**config.mk**
```make
export PLATFORM = sky130hd
export DESIGN_NAME = pio_led_pwm_flat
export DESIGN_NICKNAME = d
export VERILOG_FILES = /design/src/rtl/pio_pwm_pkg.sv /design/src/rtl/pio_led_pwm_if.sv /design/src/rtl/pio_led_pwm_channel.sv /design/src/rtl/pio_led_pwm.sv /design/src/flat_wrapper.sv
export SDC_FILE = /design/constraint.sdc
export NUM_CORES = 1
export LEC_CHECK = 0
export BUFFER_PORTS_ARGS = -buffer_cell sky130_fd_sc_hd__buf_2
export CORE_ASPECT_RATIO = 0.8
export CORE_MARGIN = 4
export CORE_UTILIZATION = 42
export CTS_CLUSTER_SIZE = 10
export DETAILED_ROUTE_END_ITERATION = 6
export SLEW_MARGIN = 25
export SYNTH_ARGS = -nofsm -noshare
export SYNTH_HDL_FRONTEND = slang
export SYNTH_HIERARCHICAL = 1
export SYNTH_SLANG_ARGS = --single-unit
```
**constraint.sdc**
```tcl
create_clock -name clk -period 3 [get_ports clk]
set_input_delay 0.15 -clock clk [delete_from_list [all_inputs] [get_ports clk]]
set_output_delay 0.15 -clock clk [all_outputs]
set_load 0.02 [all_outputs]
```
**src/rtl/pio_pwm_pkg.sv**
```systemverilog
// Shared defaults and helpers for the PIO-driven LED PWM block.
package pio_pwm_pkg;

    localparam int DEF_CHANNELS     = 8;
    localparam int DEF_DUTY_W       = 8;
    localparam int DEF_PRESCALE     = 195;
    localparam int DEF_FADE_PERIODS = 4;

    // Working width of step_toward; callers zero-extend into it and truncate back.
    localparam int STEP_W = 32;

    // Counter width able to hold 0..n-1, never narrower than one bit.
    function automatic int cnt_w(input int n);
        return (n > 1) ? $clog2(n) : 1;
    endfunction

    // One fade step: move cur by one toward tgt, never overshooting or wrapping.
    function automatic logic [STEP_W-1:0] step_toward(input logic [STEP_W-1:0] cur,
                                                      input logic [STEP_W-1:0] tgt);
        if (cur < tgt) begin
            return cur + STEP_W'(1);
        end else if (cur > tgt) begin
            return cur - STEP_W'(1);
        end else begin
            return cur;
        end
    endfunction

endpackage

```
**src/rtl/pio_led_pwm_if.sv**
```systemverilog
// Bundle between the PIO register side and the LED PWM block.
interface pio_led_pwm_if #(
    parameter int CHANNELS = pio_pwm_pkg::DEF_CHANNELS,
    parameter int DUTY_W   = pio_pwm_pkg::DEF_DUTY_W
);

    logic [CHANNELS*DUTY_W-1:0] pio_in;       // packed duty fields, channel i at [i*DUTY_W +: DUTY_W]
    logic                       fade_en;      // 1 = ramp toward target, 0 = snap
    logic [CHANNELS-1:0]        pwm_out;      // registered PWM outputs
    logic                       period_start; // one-cycle pulse when a PWM period begins
    logic                       busy;         // some channel still differs from its target

    // PIO / controller side.
    modport master (
        output pio_in, fade_en,
        input  pwm_out, period_start, busy
    );

    // PWM block side.
    modport slave (
        input  pio_in, fade_en,
        output pwm_out, period_start, busy
    );

endinterface

```
**src/rtl/pio_led_pwm_channel.sv**
```systemverilog
// One PWM channel: target/current duty registers and the registered compare output.
module pwm_channel
    import pio_pwm_pkg::*;
#(
    parameter int DUTY_W = DEF_DUTY_W
) (
    input  logic              clk,
    input  logic              reset,
    input  logic [DUTY_W-1:0] i_cnt,       // shared period counter
    input  logic              i_boundary,  // last tick of the period
    input  logic              i_fade_en,
    input  logic              i_fade_step, // boundary on which faders move one step
    input  logic [DUTY_W-1:0] i_duty,      // this channel's field of pio_in
    output logic              o_pwm,
    output logic              o_mismatch
);

    logic [DUTY_W-1:0] r_target;
    logic [DUTY_W-1:0] r_current;
    logic              r_pwm;
    logic [DUTY_W-1:0] w_stepped;

    // Fade step is taken toward the freshly sampled field, not the old target.
    assign w_stepped = DUTY_W'(step_toward(STEP_W'(r_current), STEP_W'(i_duty)));

    // Duty registers load only on period boundaries so a period is never cut short.
    always_ff @(posedge clk) begin
        // NOTE: target/current are plain flops, not a RAM, so they are reset like any other state.
        if (reset) begin
            r_target  <= '0;
            r_current <= '0;
            r_pwm     <= 1'b0;
        end else begin
            r_pwm <= (i_cnt < r_current);
            if (i_boundary) begin
                r_target <= i_duty;
                if (!i_fade_en) begin
                    r_current <= i_duty;
                end else if (i_fade_step) begin
                    r_current <= w_stepped;
                end
            end
        end
    end

    assign o_pwm      = r_pwm;
    assign o_mismatch = (r_current != r_target);

endmodule

```
**src/rtl/pio_led_pwm.sv**
```systemverilog
// LED PWM bank driven by the 64-bit PIO register: shared timebase plus one channel per field.
module pio_led_pwm
    import pio_pwm_pkg::*;
#(
    parameter int CHANNELS     = DEF_CHANNELS,
    parameter int DUTY_W       = DEF_DUTY_W,
    parameter int PRESCALE     = DEF_PRESCALE,
    parameter int FADE_PERIODS = DEF_FADE_PERIODS
) (
    input  logic         clk,
    input  logic         reset,
    pio_led_pwm_if.slave pio
);

    localparam int PSC_W = cnt_w(PRESCALE);
    localparam int FC_W  = cnt_w(FADE_PERIODS);

    logic [PSC_W-1:0]    r_psc;
    logic [DUTY_W-1:0]   r_cnt;
    logic [FC_W-1:0]     r_fcnt;
    logic                r_period_start;

    logic                w_tick;
    logic                w_boundary;
    logic                w_fade_step;
    logic [CHANNELS-1:0] w_pwm;
    logic [CHANNELS-1:0] w_mismatch;

    assign w_tick      = (r_psc == PSC_W'(PRESCALE - 1));
    assign w_boundary  = w_tick && (r_cnt == '1);
    assign w_fade_step = w_boundary && pio.fade_en && (r_fcnt == FC_W'(FADE_PERIODS - 1));

    // Prescaler: divides clk down to the PWM tick rate.
    always_ff @(posedge clk) begin
        // NOTE: sequential state uses non-blocking assignments so every flop samples pre-edge values.
        if (reset) begin
            r_psc <= '0;
        end else if (w_tick) begin
            r_psc <= '0;
        end else begin
            r_psc <= r_psc + PSC_W'(1);
        end
    end

    // Period counter: free-running over the full duty range, wraps naturally.
    always_ff @(posedge clk) begin
        if (reset) begin
            r_cnt <= '0;
        end else if (w_tick) begin
            r_cnt <= r_cnt + DUTY_W'(1);
        end
    end

    // Fade divider: counts boundaries between fade steps, parked at 0 while snapping.
    always_ff @(posedge clk) begin
        if (reset || !pio.fade_en) begin
            r_fcnt <= '0;
        end else if (w_boundary) begin
            if (r_fcnt == FC_W'(FADE_PERIODS - 1)) begin
                r_fcnt <= '0;
            end else begin
                r_fcnt <= r_fcnt + FC_W'(1);
            end
        end
    end

    // Period start marker: high in the first cycle with cnt == 0.
    always_ff @(posedge clk) begin
        if (reset) begin
            r_period_start <= 1'b0;
        end else begin
            r_period_start <= w_boundary;
        end
    end

    for (genvar g = 0; g < CHANNELS; g++) begin : g_ch
        pwm_channel #(
            .DUTY_W (DUTY_W)
        ) u_ch (
            .clk         (clk),
            .reset       (reset),
            .i_cnt       (r_cnt),
            .i_boundary  (w_boundary),
            .i_fade_en   (pio.fade_en),
            .i_fade_step (w_fade_step),
            .i_duty      (pio.pio_in[g*DUTY_W +: DUTY_W]),
            .o_pwm       (w_pwm[g]),
            .o_mismatch  (w_mismatch[g])
        );
    end

    assign pio.pwm_out      = w_pwm;
    assign pio.period_start = r_period_start;
    assign pio.busy         = |w_mismatch;

endmodule

```
**src/flat_wrapper.sv**
```systemverilog
// flat-port wrapper written by rule: the top's interface ports become plain ports
module pio_led_pwm_flat import pio_pwm_pkg::*;
#(
    parameter int CHANNELS     = DEF_CHANNELS,
    parameter int DUTY_W       = DEF_DUTY_W,
    parameter int PRESCALE     = DEF_PRESCALE,
    parameter int FADE_PERIODS = DEF_FADE_PERIODS
)
  (clk, reset, pio_pio_in, pio_fade_en, pio_pwm_out, pio_period_start, pio_busy);
  pio_led_pwm_if #(.CHANNELS(CHANNELS), .DUTY_W(DUTY_W)) pio_i ();
  input  logic clk;
  input  logic reset;
  input wire logic [$bits(pio_i.pio_in)-1:0] pio_pio_in;
  input wire logic [$bits(pio_i.fade_en)-1:0] pio_fade_en;
  output wire logic [$bits(pio_i.pwm_out)-1:0] pio_pwm_out;
  output wire logic [$bits(pio_i.period_start)-1:0] pio_period_start;
  output wire logic [$bits(pio_i.busy)-1:0] pio_busy;
  assign pio_i.pio_in = pio_pio_in;
  assign pio_i.fade_en = pio_fade_en;
  assign pio_pwm_out = pio_i.pwm_out;
  assign pio_period_start = pio_i.period_start;
  assign pio_busy = pio_i.busy;
  pio_led_pwm #(.CHANNELS(CHANNELS), .DUTY_W(DUTY_W), .PRESCALE(PRESCALE), .FADE_PERIODS(FADE_PERIODS)) u_core (.clk(clk), .reset(reset), .pio(pio_i));
endmodule
```
==> flow_metrics.py, run 1 <==
metrics = {
    "route": {
        "wl_per_cell_um": 15.6,
        "wirelength_um": 32300,
        "via_count": 10600,
        "route.detailed.drc": 0,
        "viasPerCell": 5.13,
        "first_iter_violations": 442,
        "drt_first_pass_iters": 4,
        "ant_nets": 0,
    },
    "logic_synthesis": {
        "seq_area_frac_synth": 0.243,
        "synth_common_cells": "179 x ha_1, 158 x inv_1, 155 x dfxtp_1, 152 x nor2_1, 113 x mux2i_1",
        "syn_avg_cell_area_um2": 8.73,
        "ys_ff_latch": 155,
        "yosysWarnings": 6,
        "yosys.area.top_type": "dfxtp_1",
        "synth_edf_count": 0,
        "synthFlopType": "dfxtp_1",
        "yosysUniqueCellTypes": 56,
        "netlist_area_um2": 12800,
        "async_reset_ff_frac": 0,
        "syn-num-nets": 1717,
        "netlist_instances": 1463,
        "yosysMostFrequentCell": "ha_1",
        "synth.top_cell.area_share": 0.243,
        "synth.area.top_cells": "dfxtp_1 24%, ha_1 18%, mux2i_1 8.9%, xor2_1 5.5%, inv_1 4.6%",
    },
    "setup_path": {
        "required_ns": 3.32,
        "startpoint_type": "input port",
        "cp_common_cell": "a21o_1",
        "r2r_slack_ns": 0.19,
        "cp.arrival_ns": 3.21,
        "critPathKind": "input port to flop",
        "r2r_cells": 8,
        "end_kind": "flop",
        "slowest_stage": "dlygate4sd3_1",
        "crit_fanout": 4,
        "cp_top_family": "compound AO/OA/AOI/OAI gates",
        "crit_buf_inv": 3,
        "worstPathCellList": "dlygate4sd3_1 -> buf_2 -> inv_1 -> ha_1 -> nor2b_1 -> o211a_1 -> o21ai_1 -> nand2b_1 -> fa_1 -> a21o_1 -> a21o_1 -> a21oi_1 -> nor3_1 -> a211oi_1 -> a211oi_2",
        "r2r_start": "u_core/r_psc[2]",
        "slowest_delay_ns": 0.52,
        "r2r_end": "u_core/g_ch[7].u_ch/r_current[7]",
    },
    "power": {
        "peakVddDrop_v": 0.000359,
        "power.density_nw_per_um2": 314,
        "p_leak_nw": 7.21,
    },
    "placed_design": {
        "io_buffers": 76,
        "dp_hpwl_um": 23400,
        "dpl-instance-area_um2": 13900,
        "globalplace.congestion": 0.842,
    },
    "clocking": {
        "numCtsBuffers": 17,
        "cts_tree": "yes",
        "root_buffer": "clkbuf_16",
        "cts.clk_slew.worst_paths_ns": 0.06,
        "htree_levels": 4,
        "cts_sinks": 155,
        "clk_latency_ns": 0.44,
        "cts_buffer_depth": 2,
    },
    "sta": {
        "finalSetupViolCount": 0,
        "skew_ns": 0.0100,
        "max_slew_margin": 0.633,
        "fmax_ghz": 0.346,
        "setup_tns_ns": 0,
        "timing.final.crit_share": 0.964,
        "rsz0062_at_grt": "true",
        "period_needed_ns": 2.89,
        "drv_slew": 0,
        "worst_slew_pin_slew_ns": 0.545,
        "hold_slack_ns": 0.0224,
        "hold_viol_final": 0,
    },
    "layout": {
        "drive_gt1_frac": 0.164,
        "final_cell_area_um2": 15200,
        "syn2layout_area_growth_pct": 18.6,
        "postLayoutCoreUtil": 0.511,
        "nets": 1897,
    },
    "global_route": {
        "antenna_found_initial": 1,
        "grt_overflow": 0,
        "grt_pass1_wl_um": 52200,
        "grt_use_total": 0.194,
        "grt_max_degree": 60,
        "grt_pass1_vias": 10100,
    },
    "floorplanning": {
        "initial_core_util": 0.431,
        "core_area_um2": 29600,
        "io_pins": 77,
        "die-area_um2": 33300,
        "die_w_um": 203,
        "die_y_um": 164,
        "rows": 56,
    },
    "status": {
        "status": "complete, no violations",
    },
    "worst_hold_path": {
        "holdPathStages": 3,
        "hold_class": "input port to flop",
        "hp-start": "pio_pio_in[29]",
        "holdPathEnd": "u_core/g_ch[3].u_ch/r_target[5]",
    },
    "job": {
        "maxCapViolCount": 0,
    },
}
-- stage by stage --
step	std cells	power, W	setup slack, ns
5_1_grt	2063	0.00496	-0.0192
3_3_place_gp	1971	0.00243	0.191
2_1_floorplan	1463	0.00229	0.195
6_report	2063	0.00476	0.107
3_5_place_dp	1971	0.00243	0.130
4_1_cts	2061	0.00483	0.116
-- cells in the final DEF, fill, tap and decap left out, drive strengths merged, types with 8 or more instances in the layout --
cell / count
o21a: 8
a31oi: 8
nand4: 11
nor2: 176
a211o: 8
a21oi: 93
fa: 8
nand3: 8
nor2b: 13
dlygate4sd3: 58
inv: 158
xnor2: 19
o21ai: 69
ha: 179
nor3: 39
and3: 8
a21o: 33
clkbuf: 22
nor4: 22
a211oi: 52
o21bai: 17
mux2i: 113
nand2: 59
buf: 152
dfxtp: 155
xnor3: 8
nand3b: 8
a221oi: 8
xor2: 80
nand2b: 17
-- cell families after synthesis --
family / Yosys count / synth area share
DFF: 155 / 0.243
buffers and inverters: 208 / 0.0769
adders and majority gates: 187 / 0.188
xor gates and xnor gates: 107 / 0.0820
AOI/OAI and AO/OA: 317 / 0.173
muxes: 117 / 0.0921
and+or+nand+nor: 372 / 0.145
-- registers in the layout, summed over array words and instances (netlist names) --
signal / cells
u_core/g_ch.u_ch/o_pwm: 8
u_core/g_ch.u_ch/r_current: 64
u_core/g_ch.u_ch/r_target: 64
u_core/pio.period_start: 1
u_core/r_cnt: 8
u_core/r_fcnt: 2
u_core/r_psc: 8
-- final cells by class --
| class | instances | area, um^2 |
|---|---|---|
| sequential | 155 | 3110 |
| clock inverter | 11 | 141 |
| tap | 406 | 508 |
| inverter | 158 | 593 |
| timing repair buffer | 211 | 1600 |
| fill | 2795 | 14500 |
| antenna | 1 | 2.50 |
| clock buffer | 21 | 480 |
| multi-input combinational | 1100 | 8720 |
-- per-layer routing --
layer / share of wire / GRT usage / up-vias
li1: - / - / 5479
met1: 0.53 / 0.279 / 4943
met2: 0.43 / 0.307 / 150
met3: 0.036 / 0.0379 / 13
met4: 0.0056 / 0.0308 / 0
met5: 0 / 0 / -
-- how the worst max path moves through the flow --
| stage | start | end | slack [ns] | depth (start not counted) |
|---|---|---|---|---|
| final | pio_pio_in[41] | u_core/g_ch[5].u_ch/r_current[6] | 0.11 | 15 |
| after global placement | u_core/r_psc[2] | u_core/g_ch[7].u_ch/r_current[7] | 0.19 | 8 |
| after detailed placement | u_core/r_psc[0] | u_core/g_ch[7].u_ch/r_current[7] | 0.13 | 10 |
| after floorplan | u_core/g_ch[0].u_ch/r_current[1] | u_core/g_ch[0].u_ch/r_current[6] | 0.20 | 12 |
| after global routing | pio_pio_in[25] | u_core/g_ch[3].u_ch/r_current[6] | -0.02 | 15 |
| after CTS | u_core/r_psc[0] | u_core/g_ch[7].u_ch/r_current[7] | 0.12 | 10 |
-- where the power goes --
group / internal (W) / total, W / switching [W]
registers: 0.00206 / 0.00206 / 0.00000385
clock network: 0.00139 / 0.00231 / 0.000921
logic: 0.000171 / 0.000385 / 0.000213
-- what timing repair did --
item,4_1_cts,5_1_grt
hold endpoints to repair,58,0
hold buffers,58,0
buffers inserted,0,0
resized for setup,0,15
endpoints found under the setup margin,0,12
-- worst register-to-register path: cells and delay by family (launching register included) --
family | cells | cell delay, ns
AO/OA/AOI/OAI | 3 | 0.69
AND/OR/NAND/NOR | 2 | 0.89
buffers and inverters | 2 | 0.59
flip-flops | 1 | 0.35
multiplexers | 1 | 0.19
Power figures use the tool's default switching activity.
==> run 2: changes to the inputs <==
--- a/config.mk
+++ b/config.mk
@@ -6,7 +6,7 @@
 export NUM_CORES = 1
 export LEC_CHECK = 0
 export BUFFER_PORTS_ARGS = -buffer_cell sky130_fd_sc_hd__buf_2
-export CORE_ASPECT_RATIO = 0.8
+export CORE_ASPECT_RATIO = 1.25
 export CORE_MARGIN = 4
 export CORE_UTILIZATION = 42
 export CTS_CLUSTER_SIZE = 10
==> run 2 against run 1 <==
  * First-iteration DRC count is 16% lower
  * Cell count decreased by 0.78%
  * Cell area decreased by 0.79%
  * Critical endpoint is now u_core/g_ch[7].u_ch/r_current[6]
  * Combinational power shrank 4%
  * Fmax increased by 2.1%
  * Global-route usage decreased by 0.23 points
  * Via count down 0.42%
==> flow_metrics.py, run 2 (synthesized netlist as in run 1, its figures left out) <==
metrics = {
    "layout": {
        "layout.cells.non_filler": 2047,
        "fillerInstances": 2975,
        "layout_commonest_cell": "ha_1",
        "mostFrequentLayoutCells": "179 x ha_1, 158 x inv_1, 152 x nor2_1, 152 x dfxtp_1, 113 x mux2i_1",
        "drive_gt1_frac": 0.166,
        "reg_top3": "u_core/g_ch.u_ch/r_current (64), u_core/g_ch.u_ch/r_target (64)",
        "final_cell_area_um2": 15000,
        "syn2layout_area_growth_pct": 17.7,
        "nets": 1887,
        "diodes": 0,
    },
    "setup_path": {
        "required_ns": 3.27,
        "r2r_end": "u_core/g_ch[2].u_ch/r_current[6]",
        "crit_fanout": 3,
        "cp.arrival_ns": 3.11,
        "critPathKind": "input port to flop",
        "end_kind": "flop",
        "crit_end": "u_core/g_ch[7].u_ch/r_current[6]",
        "r2r_slack_ns": 0.23,
        "r2r_start": "u_core/g_ch[2].u_ch/r_current[3]",
        "r2r_cells": 12,
        "startpoint_type": "input port",
        "crit_path_start": "pio_pio_in[57]",
    },
    "sta": {
        "skew_ns": 0.00785,
        "timing.final.crit_share": 0.944,
        "fmax_ghz": 0.353,
        "worst_slew_pin_slew_ns": 0.989,
        "finalSetupViolCount": 0,
        "rsz0062_at_grt": "false",
        "hold_viol_final": 0,
        "drv_slew": 0,
        "max_slew_margin": 0.341,
        "period_needed_ns": 2.83,
        "setup_tns_ns": 0,
    },
    "power": {
        "p_comb_frac": 0.080,
        "p_leak_nw": 7.15,
        "switching_share": 0.245,
        "p_sw_w": 0.00113,
        "totalPowerFinal_w": 0.00462,
        "peakVddDrop_v": 0.000223,
        "power.density_nw_per_um2": 307,
        "power_frac_clock": 0.473,
        "pwr-share-seq": 0.447,
        "internal-power_w": 0.00348,
    },
    "floorplanning": {
        "rows": 71,
        "io_pins": 77,
        "die_y_um": 203,
        "die-area_um2": 33300,
        "core_area_um2": 30000,
        "die_w_um": 164,
        "initial_core_util": 0.425,
    },
    "clocking": {
        "htree_levels": 4,
        "clk_latency_ns": 0.44,
        "cts_tree": "yes",
        "cts.clk_slew.worst_paths_ns": 0.06,
        "root_buffer": "clkbuf_16",
        "cts_buffer_depth": 2,
        "cts_sinks": 155,
        "numCtsBuffers": 17,
    },
    "global_route": {
        "grt_pass1_wl_um": 51900,
        "grt_overflow": 0,
        "antenna_found_initial": 0,
        "grt_pass1_vias": 10800,
        "grt_use_total": 0.191,
        "grt_max_degree": 110,
    },
    "status": {
        "status": "complete, no violations",
    },
    "route": {
        "route.detailed.drc": 0,
        "wirelength_um": 31100,
        "via_count": 10500,
        "viasPerCell": 5.15,
        "wl_per_cell_um": 15.2,
        "ant_nets": 0,
        "first_iter_violations": 371,
        "drt_first_pass_iters": 5,
    },
    "placed_design": {
        "dp_hpwl_um": 23100,
        "io_buffers": 76,
        "globalplace.congestion": 0.844,
        "dpl-instance-area_um2": 13900,
        "placed_cells": 1967,
    },
    "worst_hold_path": {
        "hold_class": "input port to flop",
    },
    "job": {
        "maxCapViolCount": 0,
    },
}
[run 2: changes by cell type in the layout (fill, tap and decap cells not counted), sizes merged]
cell         before  now
dlygate4sd3      58   48
clkbuf           22   20
clkinvlp          3    5
buf             152  153
bufinv            3    2
diode             1    0
[run 2: through the flow]
stage,util,setup WS (ns),hold WS (ns)
after floorplan,-,0.195,0.297
after global placement,0.463,0.213,0.405
after detailed placement,0.463,0.186,0.414
after CTS,0.499,0.108,0.00156
after global routing,0.501,0.00904,0.0169
final,0.501,0.168,0.00586
[run 2: final cells by class]
| class | count | area (um^2) | area share |
|---|---|---|---|
| inverters | 158 | 593 | 0.0395 |
| well taps | 401 | 502 | 0.0334 |
| clock inverters | 12 | 123 | 0.00816 |
| flip-flops and latches | 155 | 3110 | 0.207 |
| multi-input cells | 1100 | 8740 | 0.581 |
| clock buffers | 20 | 457 | 0.0304 |
| repair buffers | 201 | 1510 | 0.100 |
[run 2: routing by layer]
| layer | track usage | wire [um] | part of all wire |
|---|---|---|---|
| met1 | 0.226 | 13800 | 0.44 |
| met2 | 0.351 | 15900 | 0.51 |
| met3 | 0.0244 | 577 | 0.019 |
| met4 | 0.0683 | 834 | 0.027 |
| met5 | 0 | 0 | 0 |
[run 2: power groups by stage]
| stage | Combinational [W] | Sequential (W) | Clock, W |
|---|---|---|---|
| detailed placement | 0.000320 | 0.00211 | 0 |
| global placement | 0.000315 | 0.00211 | 0 |
| finish | 0.000368 | 0.00206 | 0.00218 |
| floorplan | 0.000184 | 0.00211 | 0 |
| global route | 0.000415 | 0.00206 | 0.00231 |
| CTS | 0.000370 | 0.00206 | 0.00224 |
[run 2: timing repair]
action,4_1_cts,5_1_grt
setup buffers,0,0
setup endpoints to repair,0,10
hold buffers,48,0
gates resized for setup,0,17
endpoints found under the hold margin,48,0
[run 2: how the worst min path moves through the flow]
stage	cells past startpoint	startpoint	end	slack [ns]
CTS	3	pio_pio_in[49]	u_core/g_ch[6].u_ch/r_target[1]	0.002
global placement	3	pio_pio_in[62]	u_core/g_ch[7].u_ch/r_target[6]	0.40
floorplan	2	pio_pio_in[0]	u_core/g_ch[0].u_ch/r_target[0]	0.30
global route	3	pio_pio_in[10]	u_core/g_ch[1].u_ch/r_target[2]	0.02
detailed placement	3	pio_pio_in[62]	u_core/g_ch[7].u_ch/r_target[6]	0.41
finish	3	pio_pio_in[49]	u_core/g_ch[6].u_ch/r_target[1]	0.006
[run 2: worst max-delay path, cell delays in order]
cell and delay (ns):
dlygate4sd3_1 0.52, buf_2 0.13, inv_1 0.05, ha_1 0.29
nor2b_1 0.13, o211a_1 0.23, o21ai_1 0.14, nand2b_1 0.13
fa_1 0.42, a21o_1 0.17, a21o_1 0.20, a21oi_2 0.15
nor3_1 0.06, nor3_1 0.23, a211oi_2 0.10
==> run 3: changes to the inputs <==
--- a/config.mk
+++ b/config.mk
@@ -9,10 +9,10 @@
 export CORE_ASPECT_RATIO = 1.25
 export CORE_MARGIN = 4
 export CORE_UTILIZATION = 42
+export CTS_BUF_LIST = sky130_fd_sc_hd__clkbuf_2
 export CTS_CLUSTER_SIZE = 10
 export DETAILED_ROUTE_END_ITERATION = 6
 export SLEW_MARGIN = 25
 export SYNTH_ARGS = -nofsm -noshare
 export SYNTH_HDL_FRONTEND = slang
-export SYNTH_HIERARCHICAL = 1
 export SYNTH_SLANG_ARGS = --single-unit
==> run 3 against run 2 <==
  * Synthesized cell count rose by 2.1%
  * Area after synthesis fell by 4.8%
  * Flip-flop and latch count did not move
  * Non-clock buffer count rose by 80
  * Clock-buffer cell count fell by 3
  * Sequential share of layout area rose by 0.26 points
  * Hold slack improved by 0.11 ns
  * Setup slack got worse by 0.065 ns
  * Clock power fell by 42%
  * Die area fell by 4.6%
  * Combinational power rose by 4%
  * Wire length rose by 15%
==> flow_metrics.py, run 3 <==
metrics = {
    "placed_design": {
        "dp_hpwl_um": 26400,
        "dpl-instance-area_um2": 13600,
        "globalplace.congestion": 0.895,
        "io_buffers": 76,
    },
    "sta": {
        "hold_viol_final": 0,
        "worst_slew_pin_slew_ns": 0.779,
        "max_slew_margin": 0.481,
        "finalSetupViolCount": 0,
        "timing.final.crit_share": 0.966,
        "drv_slew": 0,
        "rsz0062_at_grt": "true",
        "skew_ns": 0.0508,
        "period_needed_ns": 2.90,
        "fmax_ghz": 0.345,
        "hold_slack_ns": 0.115,
    },
    "route": {
        "wl_per_cell_um": 17.1,
        "drt_first_pass_iters": 6,
        "first_iter_violations": 559,
        "via_count": 11300,
        "viasPerCell": 5.37,
        "wirelength_um": 35900,
        "ant_nets": 0,
        "route.detailed.drc": 0,
    },
    "power": {
        "switching_share": 0.307,
        "p_leak_nw": 6.65,
        "internal-power_w": 0.00258,
        "power.density_nw_per_um2": 250,
        "peakVddDrop_v": 0.000138,
        "p_sw_w": 0.00114,
        "totalPowerFinal_w": 0.00372,
        "p_comb_frac": 0.103,
        "power_frac_clock": 0.339,
        "pwr-share-seq": 0.557,
    },
    "logic_synthesis": {
        "synth.area.top_cells": "dfxtp_1 26%, ha_1 19%, xnor2_1 6.2%, nand2_1 5.6%, a21oi_1 5.6%",
        "netlist_instances": 1494,
        "yosysUniqueCellTypes": 61,
        "yosysWarnings": 0,
        "synthFlopType": "dfxtp_1",
        "ys_ff_latch": 155,
        "netlist_area_um2": 12200,
        "syn_avg_cell_area_um2": 8.14,
        "seq_area_frac_synth": 0.255,
        "synth_common_cells": "182 x nand2_1, 180 x ha_1, 155 x dfxtp_1, 136 x a21oi_1, 136 x inv_1",
        "async_reset_ff_frac": 0,
        "yosys.area.top_type": "dfxtp_1",
        "synth.top_cell.area_share": 0.255,
        "syn-num-nets": 1749,
        "yosysMostFrequentCell": "nand2_1",
        "synth_edf_count": 0,
    },
    "layout": {
        "syn2layout_area_growth_pct": 22.4,
        "multi_input_area_um2": 8420,
        "fillerInstances": 2748,
        "layout_commonest_cell": "nand2_1",
        "nets": 1986,
        "reg_top3": "u_core.g_ch.u_ch.r_current (64), u_core.g_ch.u_ch.r_target (64)",
        "seq_area_um2": 3120,
        "final_cell_area_um2": 14900,
        "mostFrequentLayoutCells": "180 x nand2_1, 175 x ha_1, 145 x dfxtp_1",
        "drive_gt1_frac": 0.171,
    },
    "job": {
        "maxCapViolCount": 0,
    },
    "setup_path": {
        "end_kind": "flop",
        "cp_common_cell": "a21oi_2",
        "r2r_start": "u_core.g_ch[5].u_ch.r_current[1]",
        "crit_fanout": 5,
        "slowest_stage": "or4_1",
        "cp.arrival_ns": 3.66,
        "startpoint_type": "flop",
        "slowest_delay_ns": 0.45,
        "crit_buf_inv": 1,
        "r2r_cells": 12,
        "worstPathCellList": "ha_4 -> nor2b_4 -> o211ai_1 -> a21oi_2 -> or2_4 -> buf_4 -> ha_1 -> a21oi_2 -> nor2_1 -> or4_1 -> and3_1 -> a211oi_2",
        "cp_top_family": "simple AND/OR/NAND/NOR gates",
        "critPathKind": "flop to flop",
        "r2r_slack_ns": 0.10,
        "required_ns": 3.76,
        "r2r_end": "u_core.g_ch[5].u_ch.r_current[6]",
    },
    "clocking": {
        "htree_levels": 4,
        "cts_tree": "yes",
        "cts.clk_slew.worst_paths_ns": 0.30,
        "cts_buffer_depth": 2,
        "cts_sinks": 155,
        "numCtsBuffers": 17,
        "root_buffer": "clkbuf_2",
        "clk_latency_ns": 0.80,
    },
    "worst_hold_path": {
        "holdPathStages": 4,
        "hp-start": "pio_pio_in[45]",
        "holdPathEnd": "u_core.g_ch[5].u_ch.r_target[5]",
        "hold_class": "input port to flop",
    },
    "floorplanning": {
        "die_w_um": 160,
        "initial_core_util": 0.427,
        "io_pins": 77,
        "core_area_um2": 28500,
        "die-area_um2": 31800,
        "die_y_um": 198,
        "rows": 69,
    },
    "global_route": {
        "grt_overflow": 0,
        "grt_pass1_vias": 11000,
        "grt_pass1_wl_um": 57100,
        "grt_use_total": 0.225,
        "grt_max_degree": 66,
        "antenna_found_initial": 1,
    },
    "status": {
        "status": "complete, no violations",
    },
}
-- run 3: cell count changes in the layout (fill, tap and decap cells not counted), moves of 48 or more --
cell / delta
nor2_1: -48
mux2i_1: -71
xnor2_1: +66
xor2_1: -57
buf_4: +50
nand2_1: +121
-- run 3: worst reg2reg max path, cell delays in order (launching register included) --
cell and delay, ns:
dfxtp_2 0.40, ha_4 0.24, nor2b_4 0.12, o211ai_1 0.23, a21oi_2 0.10, or2_4 0.26, buf_4 0.16, ha_1 0.32
a21oi_2 0.18, nor2_1 0.07, or4_1 0.45, and3_1 0.19, a211oi_2 0.20
-- run 3: power by group through the flow --
stage                     clock (W)  sequential [W]  combinational (W)
after floorplan                   0         0.00211           0.000166
after global placement            0         0.00211           0.000302
after detailed placement          0         0.00211           0.000304
after CTS                   0.00131         0.00208           0.000378
after global routing        0.00137         0.00208           0.000423
final                       0.00126         0.00207           0.000384
-- run 3: repair_timing --
item | in CTS | in global routing
endpoints found under the setup margin | 5 | 25
buffers inserted | 11 | 6
hold buffers | 81 | 0
endpoints found under the hold margin | 136 | 0
pin swaps | 2 | 26
gates resized for setup | 5 | 43
-- run 3: worst max path at each step --
stage | startpoint | endpoint | cells past startpoint
floorplan | u_core.g_ch[5].u_ch.r_current[1] | u_core.g_ch[5].u_ch.r_current[6] | 12
global placement | pio_pio_in[41] | u_core.g_ch[5].u_ch.r_current[6] | 14
detailed placement | u_core.g_ch[5].u_ch.r_current[1] | u_core.g_ch[5].u_ch.r_current[6] | 12
CTS | u_core.g_ch[1].u_ch.r_current[1] | u_core.g_ch[1].u_ch.r_current[6] | 13
global route | u_core.g_ch[7].u_ch.r_current[1] | u_core.g_ch[7].u_ch.r_current[7] | 13
finish | u_core.g_ch[5].u_ch.r_current[1] | u_core.g_ch[5].u_ch.r_current[6] | 12
-- run 3: logic make-up (layout without fill, tap and decap cells) --
group,count (synthesis),after routing,synth area share
compound gates,370,370,0.196
xor+xnor,114,114,0.0878
fa+ha+maj,188,188,0.198
buf+inv,200,450,0.0665
flops,155,155,0.255
mux,45,45,0.0373
other cells,0,1,0
simple gates,422,422,0.159
-- run 3: metal layers --
layer,routed length (um),track usage,share of wire,vias to the layer above
li1,-,-,-,5699
met1,16100,0.277,0.45,5341
met2,17800,0.404,0.50,181
met3,1050,0.0304,0.029,49
met4,947,0.0746,0.026,0
met5,0,0,0,-
-- run 3: final cells by class --
cell class | instances | area share
diodes | 1 | 0.000168
clock buffers | 17 | 0.00572
inverters | 137 | 0.0345
flip-flops and latches | 155 | 0.209
multi-input cells | 1139 | 0.565
well taps | 355 | 0.0298
clock inverters | 15 | 0.0103
repair buffers | 281 | 0.145
-- run 3: metrics by stage --
step	instances	setup slack [ns]	setup TNS, ns	util
after floorplan	1494	-0.00535	-0.00535	-
after global placement	1971	0.0400	0	0.476
after detailed placement	1971	0.00147	0	0.476
after CTS	2095	0.0100	0	0.516
after global routing	2100	-0.0633	-0.166	0.523
final	2100	0.103	0	0.523
